===== src/rtl/ram_arbiter.sv =====
// ram_arbiter: round-robin arbiter sharing one RAM port among CHANNELS
// cache-side requesters. A grant is held until the RAM reports ACCESS, or until
// the owner withdraws its request. Every completion is followed by one IDLE
// arbitration cycle.
//
// Ports:
//   CLK, nRST           clock (rising edge), async active-low reset
//   reqREN/reqWEN       per-channel read/write enables
//   reqaddr/reqstore    per-channel address/write data, channel i at [i*W +: W]
//   reqwait             per-channel wait (0 = not requesting or completing now)
//   reqload             read data for the completing channel, else 0
//   grant               one-hot owner of the RAM port, 0 when idle
//   ramaddr/ramstore    RAM address/write data (owner's live request)
//   ramREN/ramWEN       RAM enables (write wins over read)
//   ramload/ramstate    RAM read data and state (FREE/BUSY/ACCESS/ERROR)
module ram_arbiter #(
  parameter int unsigned CHANNELS = 2,
  parameter int unsigned ADDR_W   = 32,
  parameter int unsigned DATA_W   = 32
) (
  input  logic                         CLK,
  input  logic                         nRST,
  input  logic [CHANNELS-1:0]          reqREN,
  input  logic [CHANNELS-1:0]          reqWEN,
  input  logic [CHANNELS*ADDR_W-1:0]   reqaddr,
  input  logic [CHANNELS*DATA_W-1:0]   reqstore,
  output logic [CHANNELS-1:0]          reqwait,
  output logic [DATA_W-1:0]            reqload,
  output logic [CHANNELS-1:0]          grant,
  output logic [ADDR_W-1:0]            ramaddr,
  output logic [DATA_W-1:0]            ramstore,
  output logic                         ramREN,
  output logic                         ramWEN,
  input  logic [DATA_W-1:0]            ramload,
  input  logic [1:0]                   ramstate
);

  localparam int unsigned IDX_W = (CHANNELS > 1) ? $clog2(CHANNELS) : 1;
  localparam logic [1:0]  RAM_ACCESS = 2'd2;

  typedef enum logic {
    IDLE = 1'b0,
    OWN  = 1'b1
  } state_t;

  state_t             state_q, state_d;
  logic [IDX_W-1:0]   owner_q, owner_d;
  logic [IDX_W-1:0]   ptr_q, ptr_d;

  logic [CHANNELS-1:0] req_c;
  logic [IDX_W-1:0]    pick_c;
  logic                pick_vld_c;
  logic [IDX_W-1:0]    next_ptr_c;

  logic [ADDR_W-1:0]   addr_a  [CHANNELS];
  logic [DATA_W-1:0]   store_a [CHANNELS];

  // Unpack the flat per-channel buses for indexing by owner.
  for (genvar g = 0; g < CHANNELS; g++) begin : g_unpack
    assign addr_a[g]  = reqaddr[g*ADDR_W +: ADDR_W];
    assign store_a[g] = reqstore[g*DATA_W +: DATA_W];
  end

  assign req_c = reqREN | reqWEN;

  // Successor of the owner, wrapping at CHANNELS (which need not be a power of two).
  assign next_ptr_c = (owner_q == IDX_W'(CHANNELS - 1)) ? '0 : owner_q + IDX_W'(1);

  // First requesting channel scanning ptr, ptr+1, ... modulo CHANNELS.
  always_comb begin
    int unsigned idx;
    pick_vld_c = 1'b0;
    pick_c     = '0;
    idx        = 0;
    for (int unsigned k = 0; k < CHANNELS; k++) begin
      idx = 32'(ptr_q) + k;
      if (idx >= CHANNELS) idx = idx - CHANNELS;
      if (!pick_vld_c && req_c[IDX_W'(idx)]) begin
        pick_vld_c = 1'b1;
        pick_c     = IDX_W'(idx);
      end
    end
  end

  // State register.
  always_ff @(posedge CLK or negedge nRST) begin
    if (!nRST) begin
      state_q <= IDLE;
      owner_q <= '0;
      ptr_q   <= '0;
    end else begin
      state_q <= state_d;
      owner_q <= owner_d;
      ptr_q   <= ptr_d;
    end
  end

  // Next-state and port drive. Outputs depend only on registered state and
  // live request inputs; ramstate/ramload reach only reqwait and reqload.
  always_comb begin
    state_d  = state_q;
    owner_d  = owner_q;
    ptr_d    = ptr_q;
    grant    = '0;
    ramaddr  = '0;
    ramstore = '0;
    ramREN   = 1'b0;
    ramWEN   = 1'b0;
    reqload  = '0;
    reqwait  = req_c;

    case (state_q)
      IDLE: begin
        if (pick_vld_c) begin
          owner_d = pick_c;
          state_d = OWN;
        end
      end

      OWN: begin
        grant[owner_q] = 1'b1;
        ramaddr        = addr_a[owner_q];
        ramstore       = store_a[owner_q];
        ramWEN         = reqWEN[owner_q];
        ramREN         = reqREN[owner_q] & ~reqWEN[owner_q];
        if (!req_c[owner_q]) begin
          // Owner withdrew: release without a completion pulse.
          state_d = IDLE;
          ptr_d   = next_ptr_c;
        end else if (ramstate == RAM_ACCESS) begin
          reqwait[owner_q] = 1'b0;
          reqload          = ramload;
          state_d          = IDLE;
          ptr_d            = next_ptr_c;
        end
      end

      default: state_d = IDLE;
    endcase
  end

endmodule

===== config.mk =====
export PLATFORM = sky130hd
export DESIGN_NAME = ram_arbiter
export DESIGN_NICKNAME = d
export VERILOG_FILES = /design/src/rtl/ram_arbiter.sv
export SDC_FILE = /design/constraint.sdc
export NUM_CORES = 1
export LEC_CHECK = 0
export ABC_CLOCK_PERIOD_IN_PS = 2400
export BUFFER_PORTS_ARGS = -buffer_cell sky130_fd_sc_hd__buf_2
export CAP_MARGIN = 10
export CORE_AREA = 5 5 101 103
export CTS_CLUSTER_DIAMETER = 80
export DETAILED_ROUTE_END_ITERATION = 16
export DIE_AREA = 0 0 106 108
export PLACE_DENSITY = 0.62
export SLEW_MARGIN = 20
export SYNTH_ARGS = -nofsm -noshare
export SYNTH_HDL_FRONTEND = slang
export SYNTH_SLANG_ARGS = --single-unit

===== constraint.sdc =====
create_clock -name CLK -period 2.4 [get_ports CLK]
set_clock_uncertainty 0.2 [all_clocks]
set_input_delay 0.12 -clock CLK [delete_from_list [all_inputs] [get_ports CLK]]
set_output_delay 0.12 -clock CLK [all_outputs]
set_load 0.01 [all_outputs]

==> impl_table.tex, run 1 <==
\begin{tabular}{lr}
\hline
Metric & Value \\
\hline
\multicolumn{2}{l}{\textbf{Outcome}} \\
Run status & finished, final reports clean \\
\multicolumn{2}{l}{\textbf{Final layout}} \\
Number of nets in the finished design & 636 \\
Growth of design area from synthesis to finish & 92.5\% \\
Most common cell after layout, fill and taps aside & sky130\_fd\_sc\_hd\_\_buf\_2 \\
Most frequent cells in the layout & sky130\_fd\_sc\_hd\_\_buf\_2, sky130\_fd\_sc\_hd\_\_nor2b\_1, sky130\_fd\_sc\_hd\_\_mux2i\_1 \\
Filler-free cell count of the finished design & 578 \\
Number of inserted diodes & 0 \\
Proportion of layout cells with a drive suffix above 1 & 59.5\% \\
\multicolumn{2}{l}{\textbf{Power}} \\
Pleak & 1.88 nW \\
Part of the total power dissipated in combinational logic & 89.3\% \\
Pwr/cell area & 740 nW/um2 \\
Internal power component & 1.17 mW \\
Switch share & 48.4\% \\
Maximum vdd ir drop & 260 uV \\
Power dissipated by switching net loads & 1.10 mW \\
Clock network fraction of total power & 6.5\% \\
Sequential power share & 4.3\% \\
\multicolumn{2}{l}{\textbf{CTS}} \\
Number of buffers inserted by post-CTS setup repair & 0 \\
Clock insertion delay at the later pin of the skew report & 0.21 ns \\
Clock transition at path regs & 0.03 ns \\
Buffer levels on the longest clock path & 2 \\
Clk sink count & 3 \\
Count of H-tree levels built during CTS & 1 \\
Root buf cell & sky130\_fd\_sc\_hd\_\_clkbuf\_8 \\
Clock tree from TritonCTS & built \\
Number of buffers inserted during clock tree synthesis & 3 \\
\multicolumn{2}{l}{\textbf{STA}} \\
Pins over their slew limit & 0 \\
Accumulated negative setup slack & 0 ns \\
Setup repair after global routing missed its margin & no \\
Hold Vio Cnt, Final & 0 \\
Period minus WS final & 2.14 ns \\
Max Clk Rate & 0.466 GHz \\
Slew HR & 43.3\% \\
Pin slew with the least headroom to its limit & 0.848 ns \\
Final period utilization & 89.4\% \\
Number of endpoints failing setup at the final stage & 0 \\
\multicolumn{2}{l}{\textbf{GRT}} \\
Maximum number of pins on one net before global-route repair & 74 \\
GRT Residual Overflow & 0 \\
Global-route wire length before repair & 11300 um \\
Initial antenna violation count & 0 \\
Via count of the first global-routing pass & 2450 \\
Overall global routing resource usage & 11.7\% \\
\multicolumn{2}{l}{\textbf{Logic synthesis}} \\
Proportion of synthesized chip area in sequential cells & 4.73\% \\
Yosys warns & 0 \\
Synthesized area & 1590 um2 \\
Post-synth cell types & 22 \\
Number of nets in the synthesized netlist & 377 \\
Post-Synthesis Cells & 209 \\
Mean area per synthesized cell & 7.60 um2 \\
Share of the synthesized area in the top cell type & 41.0\% \\
Total of flip-flops plus latches after synthesis & 3 \\
Area leader, netlist & sky130\_fd\_sc\_hd\_\_mux2i\_1 \\
Top cells by area, synth & sky130\_fd\_sc\_hd\_\_mux2i\_1, sky130\_fd\_sc\_hd\_\_nor2b\_1, sky130\_fd\_sc\_hd\_\_and2\_1 \\
\multicolumn{2}{l}{\textbf{Routing}} \\
Total detailed-routing wirelength & 7690 um \\
Routed vias & 2400 \\
1st-iter DRT viols & 88 \\
Number of vias per cell after detailed routing & 4.15 \\
Drt pass-1 iters & 6 \\
Residual DRC count & 0 \\
Number of nets with antenna violations after detailed routing & 0 \\
Wire length per cell after detailed routing & 13.3 um \\
\multicolumn{2}{l}{\textbf{Flow run}} \\
Maxcap violations & 0 \\
\multicolumn{2}{l}{\textbf{Critical path}} \\
Cell-by-cell listing of the critical path & nor3\_1 -> a211oi\_4 -> and2\_1 -> buf\_2 \\
Cell with the largest stage delay on the worst path & sky130\_fd\_sc\_hd\_\_a211oi\_4 \\
Element type at the critical path start & register \\
Critical setup path kind & reg -> out \\
Largest stage delay, worst path & 0.73 ns \\
Critical Path RT & 2.08 ns \\
Worst setup path start & owner\_q \\
Data arrival time of the worst path & 1.82 ns \\
Critical path fanouts, max & 32 \\
Startpoint of the lowest-slack register-to-register path & owner\_q \\
Endpoint class of the critical path & output port \\
\multicolumn{2}{l}{\textbf{Floorplanning}} \\
X dimension of the die & 106 um \\
Floorplan Core Area & 9110 um2 \\
Die footprint & 11400 um2 \\
Count of standard-cell rows & 35 \\
Die Ht & 108 um \\
I/O pins & 270 \\
Effective utilization at floorplan & 17.4\% \\
\multicolumn{2}{l}{\textbf{Placement}} \\
Hpwl dp & 6690 um \\
Port Buf Inserts & 269 \\
Placed Cells & 573 \\
Final RePlAce weighted congestion & 0.839 \\
\multicolumn{2}{l}{\textbf{Worst hold path}} \\
Worst min-delay path category & in -> async \\
\hline
\end{tabular}
[per-layer routing]
layer | vias up | wire length, um | track usage (%)
met1 | 1058 | 2890 | 12.8
met5 | - | 0 | 0
met4 | 0 | 44 | 2.22
li1 | 1212 | - | -
met2 | 126 | 4150 | 23.0
met3 | 4 | 605 | 2.69
[synth_stat cells]
cell type,number
sky130_fd_sc_hd__or2_2,1
sky130_fd_sc_hd__nor3_1,1
sky130_fd_sc_hd__mux2i_1,65
sky130_fd_sc_hd__o21a_1,1
sky130_fd_sc_hd__nand3b_1,1
sky130_fd_sc_hd__a211oi_2,1
sky130_fd_sc_hd__dfrtp_1,3
sky130_fd_sc_hd__o21ai_0,1
sky130_fd_sc_hd__and2_1,33
sky130_fd_sc_hd__o31ai_1,1
sky130_fd_sc_hd__a21boi_0,1
sky130_fd_sc_hd__clkbuf_2,3
sky130_fd_sc_hd__buf_4,8
sky130_fd_sc_hd__a21oi_1,1
sky130_fd_sc_hd__nor2_1,7
sky130_fd_sc_hd__a211oi_1,1
sky130_fd_sc_hd__inv_1,1
sky130_fd_sc_hd__nor2b_1,68
sky130_fd_sc_hd__a32oi_1,1
sky130_fd_sc_hd__clkbuf_1,8
sky130_fd_sc_hd__a211o_1,1
sky130_fd_sc_hd__a31oi_1,1
[power groups by stage]
stage | Combinational, mW | Sequential (mW) | Clock (mW)
finish | 2.02 | 0.0964 | 0.146
global route | 2.21 | 0.101 | 0.158
CTS | 2.06 | 0.0971 | 0.153
detailed placement | 2.05 | 0.0946 | 0
global placement | 2.01 | 0.0925 | 0
floorplan | 1.39 | 0.0853 | 0
[area by class of cell]
class                   count  area, um2
clock buffers               4       45.0
fillers                   984       6050
inverters                   1       3.75
multi-input cells         186       1410
flip-flops and latches      3       78.8
well taps                 111        139
repair buffers            273       1380
[per-stage QoR]
step | setup slack [ns] | util (%) | area, um2 | total power [mW] | hold WS (ns)
finish | 0.255 | 33.6 | 3060 | 2.26 | 0.0388
global route | 0.0305 | 33.6 | 3060 | 2.47 | 0.0419
CTS | 0.219 | 33.6 | 3060 | 2.31 | 0.0331
detailed placement | 0.157 | 32.9 | 2990 | 2.15 | -0.280
global placement | 0.335 | 32.9 | 2990 | 2.10 | -0.277
floorplan | 0.979 | - | 1590 | 1.48 | -0.376
[final timing paths]
| kind | endpoint | slack, ns | cells past startpoint |
|---|---|---|---|
| max | reqload[9] | 0.26 | 4 |
| min | state_q | 0.04 | 2 |
| max reg2reg | ptr_q | 0.66 | 4 |
| min reg2reg | ptr_q | 0.33 | 1 |
| max in group asynchronous | owner_q | 1.84 | 2 |
| min in group CLK | owner_q | 0.10 | 4 |
[worst max-delay path, delay by kind of cell (launching register included)]
family,cells,cell delay [ns]
DFF,1,0.42
AOI/OAI and AO/OA,1,0.73
and+or+nand+nor,2,0.32
buffers and inverters,1,0.13
[sequential cells by signal, indices dropped and copies added (netlist names)]
| signal | cells |
|---|---|
| state_q | 1 |
| ptr_q | 1 |
| owner_q | 1 |
[logic make-up after synthesis]
family / share of synthesized area [%]
AO/OA/AOI/OAI: 4.81
buffers and inverters: 6.86
flip-flops: 4.73
multiplexers: 41.0
AND/OR/NAND/NOR: 42.6
[timing repair]
action	in CTS	in global routing
setup endpoints to repair	32	0
hold buffers	1	0
resized for setup	1	0
hold endpoints to repair	3	0
No activity file was read; power rests on OpenSTA's default activity.
==> inputs of run 2 (changes only) <==
PLACE_DENSITY = 0.65   (was 0.62)
==> impl_table.tex, run 2 (synthesis results as in run 1) <==
\begin{tabular}{lr}
\hline
Metric & Value \\
\hline
\multicolumn{2}{l}{\textbf{Routing}} \\
Number of vias per cell after detailed routing & 4.14 (was 4.15) \\
Total detailed-routing wirelength & 7470 um (was 7690 um) \\
Residual DRC count & 0 (unchanged) \\
Routed vias & 2393 (was 2400) \\
Number of nets with antenna violations after detailed routing & 0 (unchanged) \\
Drt pass-1 iters & 4 (was 6) \\
Wire length per cell after detailed routing & 12.9 um (was 13.3 um) \\
1st-iter DRT viols & 76 (was 88) \\
\multicolumn{2}{l}{\textbf{Critical path}} \\
Critical Path RT & 2.08 ns (about the same) \\
Data arrival time of the worst path & 1.83 ns (was 1.82 ns) \\
Element type at the critical path start & register (unchanged) \\
Critical path fanouts, max & 32 (unchanged) \\
Critical setup path kind & reg -> out (unchanged) \\
Endpoint class of the critical path & output port (unchanged) \\
Worst setup path start & owner\_q (unchanged) \\
Startpoint of the lowest-slack register-to-register path & owner\_q (unchanged) \\
\multicolumn{2}{l}{\textbf{CTS}} \\
Root buf cell & sky130\_fd\_sc\_hd\_\_clkbuf\_8 (unchanged) \\
Count of H-tree levels built during CTS & 1 (unchanged) \\
Clock transition at path regs & 0.03 ns (about the same) \\
Buffer levels on the longest clock path & 2 (unchanged) \\
Clock tree from TritonCTS & built (unchanged) \\
Clock insertion delay at the later pin of the skew report & 0.22 ns (was 0.21 ns) \\
Clk sink count & 3 (unchanged) \\
Number of buffers inserted during clock tree synthesis & 3 (unchanged) \\
\multicolumn{2}{l}{\textbf{Floorplanning}} \\
Die Ht & 108 um (unchanged) \\
Count of standard-cell rows & 35 (unchanged) \\
Die footprint & 11400 um2 (unchanged) \\
Floorplan Core Area & 9110 um2 (unchanged) \\
Effective utilization at floorplan & 17.4\% (unchanged) \\
I/O pins & 270 (unchanged) \\
X dimension of the die & 106 um (unchanged) \\
\multicolumn{2}{l}{\textbf{STA}} \\
Final period utilization & 89.4\% (about the same) \\
Max Clk Rate & 0.466 GHz (about the same) \\
Pins over their slew limit & 0 (unchanged) \\
Slew HR & 43.9\% (was 43.3\%) \\
Pin slew with the least headroom to its limit & 0.839 ns (was 0.848 ns) \\
Hold Vio Cnt, Final & 0 (unchanged) \\
Accumulated negative setup slack & 0 ns (unchanged) \\
Period minus WS final & 2.15 ns (was 2.14 ns) \\
Setup repair after global routing missed its margin & no (unchanged) \\
Number of endpoints failing setup at the final stage & 0 (unchanged) \\
\multicolumn{2}{l}{\textbf{GRT}} \\
Global-route wire length before repair & 11300 um (about the same) \\
Via count of the first global-routing pass & 2468 (was 2450) \\
GRT Residual Overflow & 0 (unchanged) \\
Initial antenna violation count & 0 (unchanged) \\
Maximum number of pins on one net before global-route repair & 74 (unchanged) \\
Overall global routing resource usage & 11.6\% (was 11.7\%) \\
\multicolumn{2}{l}{\textbf{Placement}} \\
Final RePlAce weighted congestion & 0.810 (was 0.839) \\
Hpwl dp & 6420 um (was 6690 um) \\
Placed Cells & 573 (unchanged) \\
Port Buf Inserts & 269 (unchanged) \\
\multicolumn{2}{l}{\textbf{Final layout}} \\
Proportion of layout cells with a drive suffix above 1 & 59.5\% (unchanged) \\
Most common cell after layout, fill and taps aside & sky130\_fd\_sc\_hd\_\_buf\_2 (unchanged) \\
Growth of design area from synthesis to finish & 92.5\% (unchanged) \\
Number of nets in the finished design & 636 (unchanged) \\
Filler-free cell count of the finished design & 578 (unchanged) \\
Number of inserted diodes & 0 (unchanged) \\
Layout Utilization & 33.6\% (unchanged) \\
Registers with the most flip-flops & owner\_q x1, ptr\_q x1, state\_q x1 (unchanged) \\
Most frequent cells in the layout & sky130\_fd\_sc\_hd\_\_buf\_2, sky130\_fd\_sc\_hd\_\_nor2b\_1, sky130\_fd\_sc\_hd\_\_mux2i\_1 (unchanged) \\
\multicolumn{2}{l}{\textbf{Outcome}} \\
Run status & finished, final reports clean (unchanged) \\
\multicolumn{2}{l}{\textbf{Worst hold path}} \\
Worst min-delay path category & in -> async (unchanged) \\
\multicolumn{2}{l}{\textbf{Power}} \\
Post-layout total power & 2.26 mW (about the same) \\
Maximum vdd ir drop & 263 uV (was 260 uV) \\
Pleak & 1.88 nW (unchanged) \\
Pwr/cell area & 740 nW/um2 (about the same) \\
\multicolumn{2}{l}{\textbf{Flow run}} \\
Maxcap violations & 0 (unchanged) \\
\hline
\end{tabular}
==> run 2: critical path, cell delays in order, from the launching register on <==
cell and delay (ns):
sky130_fd_sc_hd__dfrtp_4 0.43, sky130_fd_sc_hd__nor3_1 0.10, sky130_fd_sc_hd__a211oi_4 0.72, sky130_fd_sc_hd__and2_1 0.23, sky130_fd_sc_hd__buf_2 0.14
==> run 2: path summary, 6_finish.rpt <==
kind / to / slack (ns) / depth (start not counted)
worst max-delay path: reqload[11] / 0.25 / 4
worst min-delay path: ptr_q / 0.03 / 2
worst max register to register: ptr_q / 0.71 / 4
worst min register to register: ptr_q / 0.31 / 1
max in group asynchronous: owner_q / 1.84 / 2
min in group CLK: ptr_q / 0.12 / 4
==> run 2: what timing repair did <==
action / in CTS / in global routing
hold buffers: 1 / 0
hold endpoints to repair: 3 / 0
setup buffers: 0 / 0
gates resized for setup: 1 / 0
setup endpoints to repair: 32 / 0
==> run 2: metrics by stage <==
stage	area, um2	hold WS [ns]	setup WS [ns]
after floorplan	1590	-0.376	0.979
after global placement	2990	-0.280	0.314
after detailed placement	2990	-0.275	0.177
after CTS	3060	0.0623	0.237
after global routing	3060	0.0431	0.0707
final	3060	0.0300	0.255
==> run 2: metal layers <==
layer | vias up | part of all wire [%] | global-route usage [%]
met4 | 0 | 0.64 | 1.39
met1 | 1063 | 36 | 12.6
met3 | 6 | 8.1 | 3.22
met2 | 110 | 55 | 23.1
li1 | 1214 | - | -
met5 | - | 0 | 0
==> run 2: where the power goes <==
part / total, mW / switching [mW] / internal, mW
registers: 0.0975 / 0.0203 / 0.0772
clock network: 0.147 / 0.0337 / 0.113
logic: 2.02 / 1.04 / 0.977
total: 2.26 / 1.09 / 1.17
==> run 2: final cells by class <==
type	count	area (um2)
well taps	111	139
flip-flops and latches	3	78.8
fillers	990	6050
inverters	1	3.75
clock buffers	4	45.0
repair buffers	273	1380
multi-input cells	186	1410
==> inputs of run 3 (changes only) <==
PLACE_DENSITY = default   (was 0.65)
PLACE_DENSITY_LB_ADDON = 0.25   (was default)
==> impl_table.tex, run 3 (synthesis results as in run 1) <==
\begin{tabular}{lr}
\hline
Metric & Value \\
\hline
\multicolumn{2}{l}{\textbf{Flow run}} \\
Maxcap violations & 0 (unchanged) \\
\multicolumn{2}{l}{\textbf{STA}} \\
Period minus WS final & 1.98 ns (was 2.15 ns) \\
Max Clk Rate & 0.504 GHz (was 0.466 GHz) \\
Number of endpoints failing setup at the final stage & 0 (unchanged) \\
Pin slew with the least headroom to its limit & 0.457 ns (was 0.839 ns) \\
Setup repair after global routing missed its margin & no (unchanged) \\
Hold Vio Cnt, Final & 0 (unchanged) \\
Pins over their slew limit & 0 (unchanged) \\
Accumulated negative setup slack & 0 ns (unchanged) \\
Final period utilization & 82.7\% (was 89.4\%) \\
Slew HR & 69.5\% (was 43.9\%) \\
\multicolumn{2}{l}{\textbf{CTS}} \\
Clock transition at path regs & 0.03 ns (about the same) \\
Clock insertion delay at the later pin of the skew report & 0.22 ns (about the same) \\
Number of buffers inserted during clock tree synthesis & 3 (unchanged) \\
Count of H-tree levels built during CTS & 1 (unchanged) \\
Clock tree from TritonCTS & built (unchanged) \\
Root buf cell & sky130\_fd\_sc\_hd\_\_clkbuf\_8 (unchanged) \\
Clk sink count & 3 (unchanged) \\
Buffer levels on the longest clock path & 2 (unchanged) \\
Number of buffers inserted by post-CTS setup repair & 0 (unchanged) \\
\multicolumn{2}{l}{\textbf{Final layout}} \\
Proportion of layout cells with a drive suffix above 1 & 59.6\% (was 59.5\%) \\
Area used by sequential logic in the layout & 78.8 um2 (unchanged) \\
Layout Utilization & 33.7\% (was 33.6\%) \\
Number of filler instances in the final layout & 986 (was 990) \\
Growth of design area from synthesis to finish & 93.3\% (was 92.5\%) \\
Number of nets in the finished design & 637 (was 636) \\
Most frequent cells in the layout & sky130\_fd\_sc\_hd\_\_buf\_2, sky130\_fd\_sc\_hd\_\_nor2b\_1, sky130\_fd\_sc\_hd\_\_mux2i\_1 (unchanged) \\
Multi-input gate area in the final layout & 1400 um2 (was 1410 um2) \\
Registers with the most flip-flops & owner\_q x1, ptr\_q x1, state\_q x1 (unchanged) \\
Most common cell after layout, fill and taps aside & sky130\_fd\_sc\_hd\_\_buf\_2 (unchanged) \\
Number of inserted diodes & 0 (unchanged) \\
\multicolumn{2}{l}{\textbf{Critical path}} \\
Critical setup path kind & reg -> out (unchanged) \\
Element type at the critical path start & register (unchanged) \\
Data arrival time of the worst path & 1.66 ns (was 1.83 ns) \\
Number of cells on the worst reg-to-reg path & 4 (unchanged) \\
Worst reg2reg path endpoint & ptr\_q (unchanged) \\
Cell with the largest stage delay on the worst path & sky130\_fd\_sc\_hd\_\_dfrtp\_1 (was sky130\_fd\_sc\_hd\_\_a211oi\_4) \\
Buffers and inverters on the worst path & 2 (was 1) \\
Minimum setup slack among reg-to-reg paths & 0.74 ns (was 0.71 ns) \\
Top delay family on crit path & flip-flops (was compound AO/OA/AOI/OAI gates) \\
Largest stage delay, worst path & 0.54 ns (was 0.72 ns) \\
Cell-by-cell listing of the critical path & nand3b\_1 -> a211oi\_2 -> buf\_4 -> and2\_1 -> buf\_2 (was nor3\_1 -> a211oi\_4 -> and2\_1 -> buf\_2) \\
Critical path fanouts, max & 32 (unchanged) \\
Startpoint of the lowest-slack register-to-register path & owner\_q (unchanged) \\
Critical Path RT & 2.08 ns (about the same) \\
Endpoint class of the critical path & output port (unchanged) \\
\multicolumn{2}{l}{\textbf{Power}} \\
Part of the total power dissipated in combinational logic & 88.6\% (was 89.2\%) \\
Pleak & 1.89 nW (was 1.88 nW) \\
Clock network fraction of total power & 6.5\% (about the same) \\
Pwr/cell area & 748 nW/um2 (was 740 nW/um2) \\
Power dissipated by switching net loads & 1.11 mW (was 1.09 mW) \\
Switch share & 48.3\% (was 48.4\%) \\
Maximum vdd ir drop & 520 uV (was 263 uV) \\
Internal power component & 1.19 mW (was 1.17 mW) \\
Sequential power share & 4.9\% (was 4.3\%) \\
\multicolumn{2}{l}{\textbf{Worst hold path}} \\
Worst min-delay path category & in -> async (unchanged) \\
\multicolumn{2}{l}{\textbf{Routing}} \\
Number of nets with antenna violations after detailed routing & 0 (unchanged) \\
1st-iter DRT viols & 93 (was 76) \\
Number of vias per cell after detailed routing & 4.07 (was 4.14) \\
Drt pass-1 iters & 5 (was 4) \\
Total detailed-routing wirelength & 7640 um (was 7470 um) \\
Residual DRC count & 0 (unchanged) \\
Routed vias & 2355 (was 2393) \\
Wire length per cell after detailed routing & 13.2 um (was 12.9 um) \\
\multicolumn{2}{l}{\textbf{Placement}} \\
Port Buf Inserts & 269 (unchanged) \\
Hpwl dp & 6570 um (was 6420 um) \\
Final RePlAce weighted congestion & 0.827 (was 0.810) \\
\multicolumn{2}{l}{\textbf{Floorplanning}} \\
I/O pins & 270 (unchanged) \\
Effective utilization at floorplan & 17.4\% (unchanged) \\
Floorplan Core Area & 9110 um2 (unchanged) \\
X dimension of the die & 106 um (unchanged) \\
Die Ht & 108 um (unchanged) \\
Die footprint & 11400 um2 (unchanged) \\
Count of standard-cell rows & 35 (unchanged) \\
\multicolumn{2}{l}{\textbf{GRT}} \\
Maximum number of pins on one net before global-route repair & 62 (was 74) \\
Overall global routing resource usage & 11.4\% (was 11.6\%) \\
Via count of the first global-routing pass & 2385 (was 2468) \\
GRT Residual Overflow & 0 (unchanged) \\
Global-route wire length before repair & 11200 um (was 11300 um) \\
Initial antenna violation count & 0 (unchanged) \\
\multicolumn{2}{l}{\textbf{Outcome}} \\
Run status & finished, final reports clean (unchanged) \\
\hline
\end{tabular}
-- run 3: cell types whose count changed in the layout (fill, tap and decap cells not counted), sizes merged --
cell,previous run,this run
buf,272,273
-- run 3: layout make-up --
class                      instances  share of cell area [%]
clock buffer                       4                    1.47
inverter                           1                   0.122
multi-input combinational        186                    45.7
sequential                         3                    2.57
tap                              111                    4.53
timing repair buffer             274                    45.6
-- run 3: per-stage QoR --
stage	total power [mW]	setup slack, ns	instance area [um2]	instances	hold WS (ns)
3_3_place_gp	2.16	0.668	3010	574	-0.280
2_1_floorplan	1.48	0.979	1590	209	-0.376
5_1_grt	2.50	0.225	3070	579	0.0381
6_report	2.30	0.416	3070	579	0.0262
4_1_cts	2.33	0.389	3070	579	0.0266
3_5_place_dp	2.17	0.639	3010	574	-0.276
-- run 3: worst reg2reg max path, cell delays in order (launching register included) --
cell	delay, ns
sky130_fd_sc_hd__dfrtp_4	0.43
sky130_fd_sc_hd__buf_4	0.41
sky130_fd_sc_hd__nor2b_1	0.12
sky130_fd_sc_hd__o21a_1	0.12
sky130_fd_sc_hd__a211o_1	0.26
-- run 3: power by group through the flow --
stage / clock (mW) / sequential [mW] / combinational (mW)
2_1_floorplan: 0 / 0.0853 / 1.39
3_3_place_gp: 0 / 0.111 / 2.05
3_5_place_dp: 0 / 0.113 / 2.06
4_1_cts: 0.153 / 0.113 / 2.07
5_1_grt: 0.159 / 0.118 / 2.22
6_report: 0.149 / 0.112 / 2.03
-- run 3: layer usage --
metal | global-route usage (%) | wire, um | up-vias
met4 | 1.20 | 55 | 0
met1 | 12.7 | 2830 | 1010
met5 | 0 | 0 | -
met3 | 2.69 | 679 | 6
met2 | 22.6 | 4070 | 129
li1 | - | - | 1210
-- run 3: what timing repair did --
action,CTS,global route
hold buffers,1,0
resized for setup,0,0
hold endpoints to repair,3,0
-- run 3: worst max path at each step --
| stage | depth (start not counted) | endpoint | startpoint |
|---|---|---|---|
| 2_1_floorplan | 4 | reqload[10] | owner_q |
| 3_3_place_gp | 5 | reqload[4] | owner_q |
| 3_5_place_dp | 5 | reqload[3] | state_q |
| 4_1_cts | 5 | reqload[30] | state_q |
| 5_1_grt | 5 | reqload[0] | state_q |
| 6_report | 5 | reqload[4] | state_q |
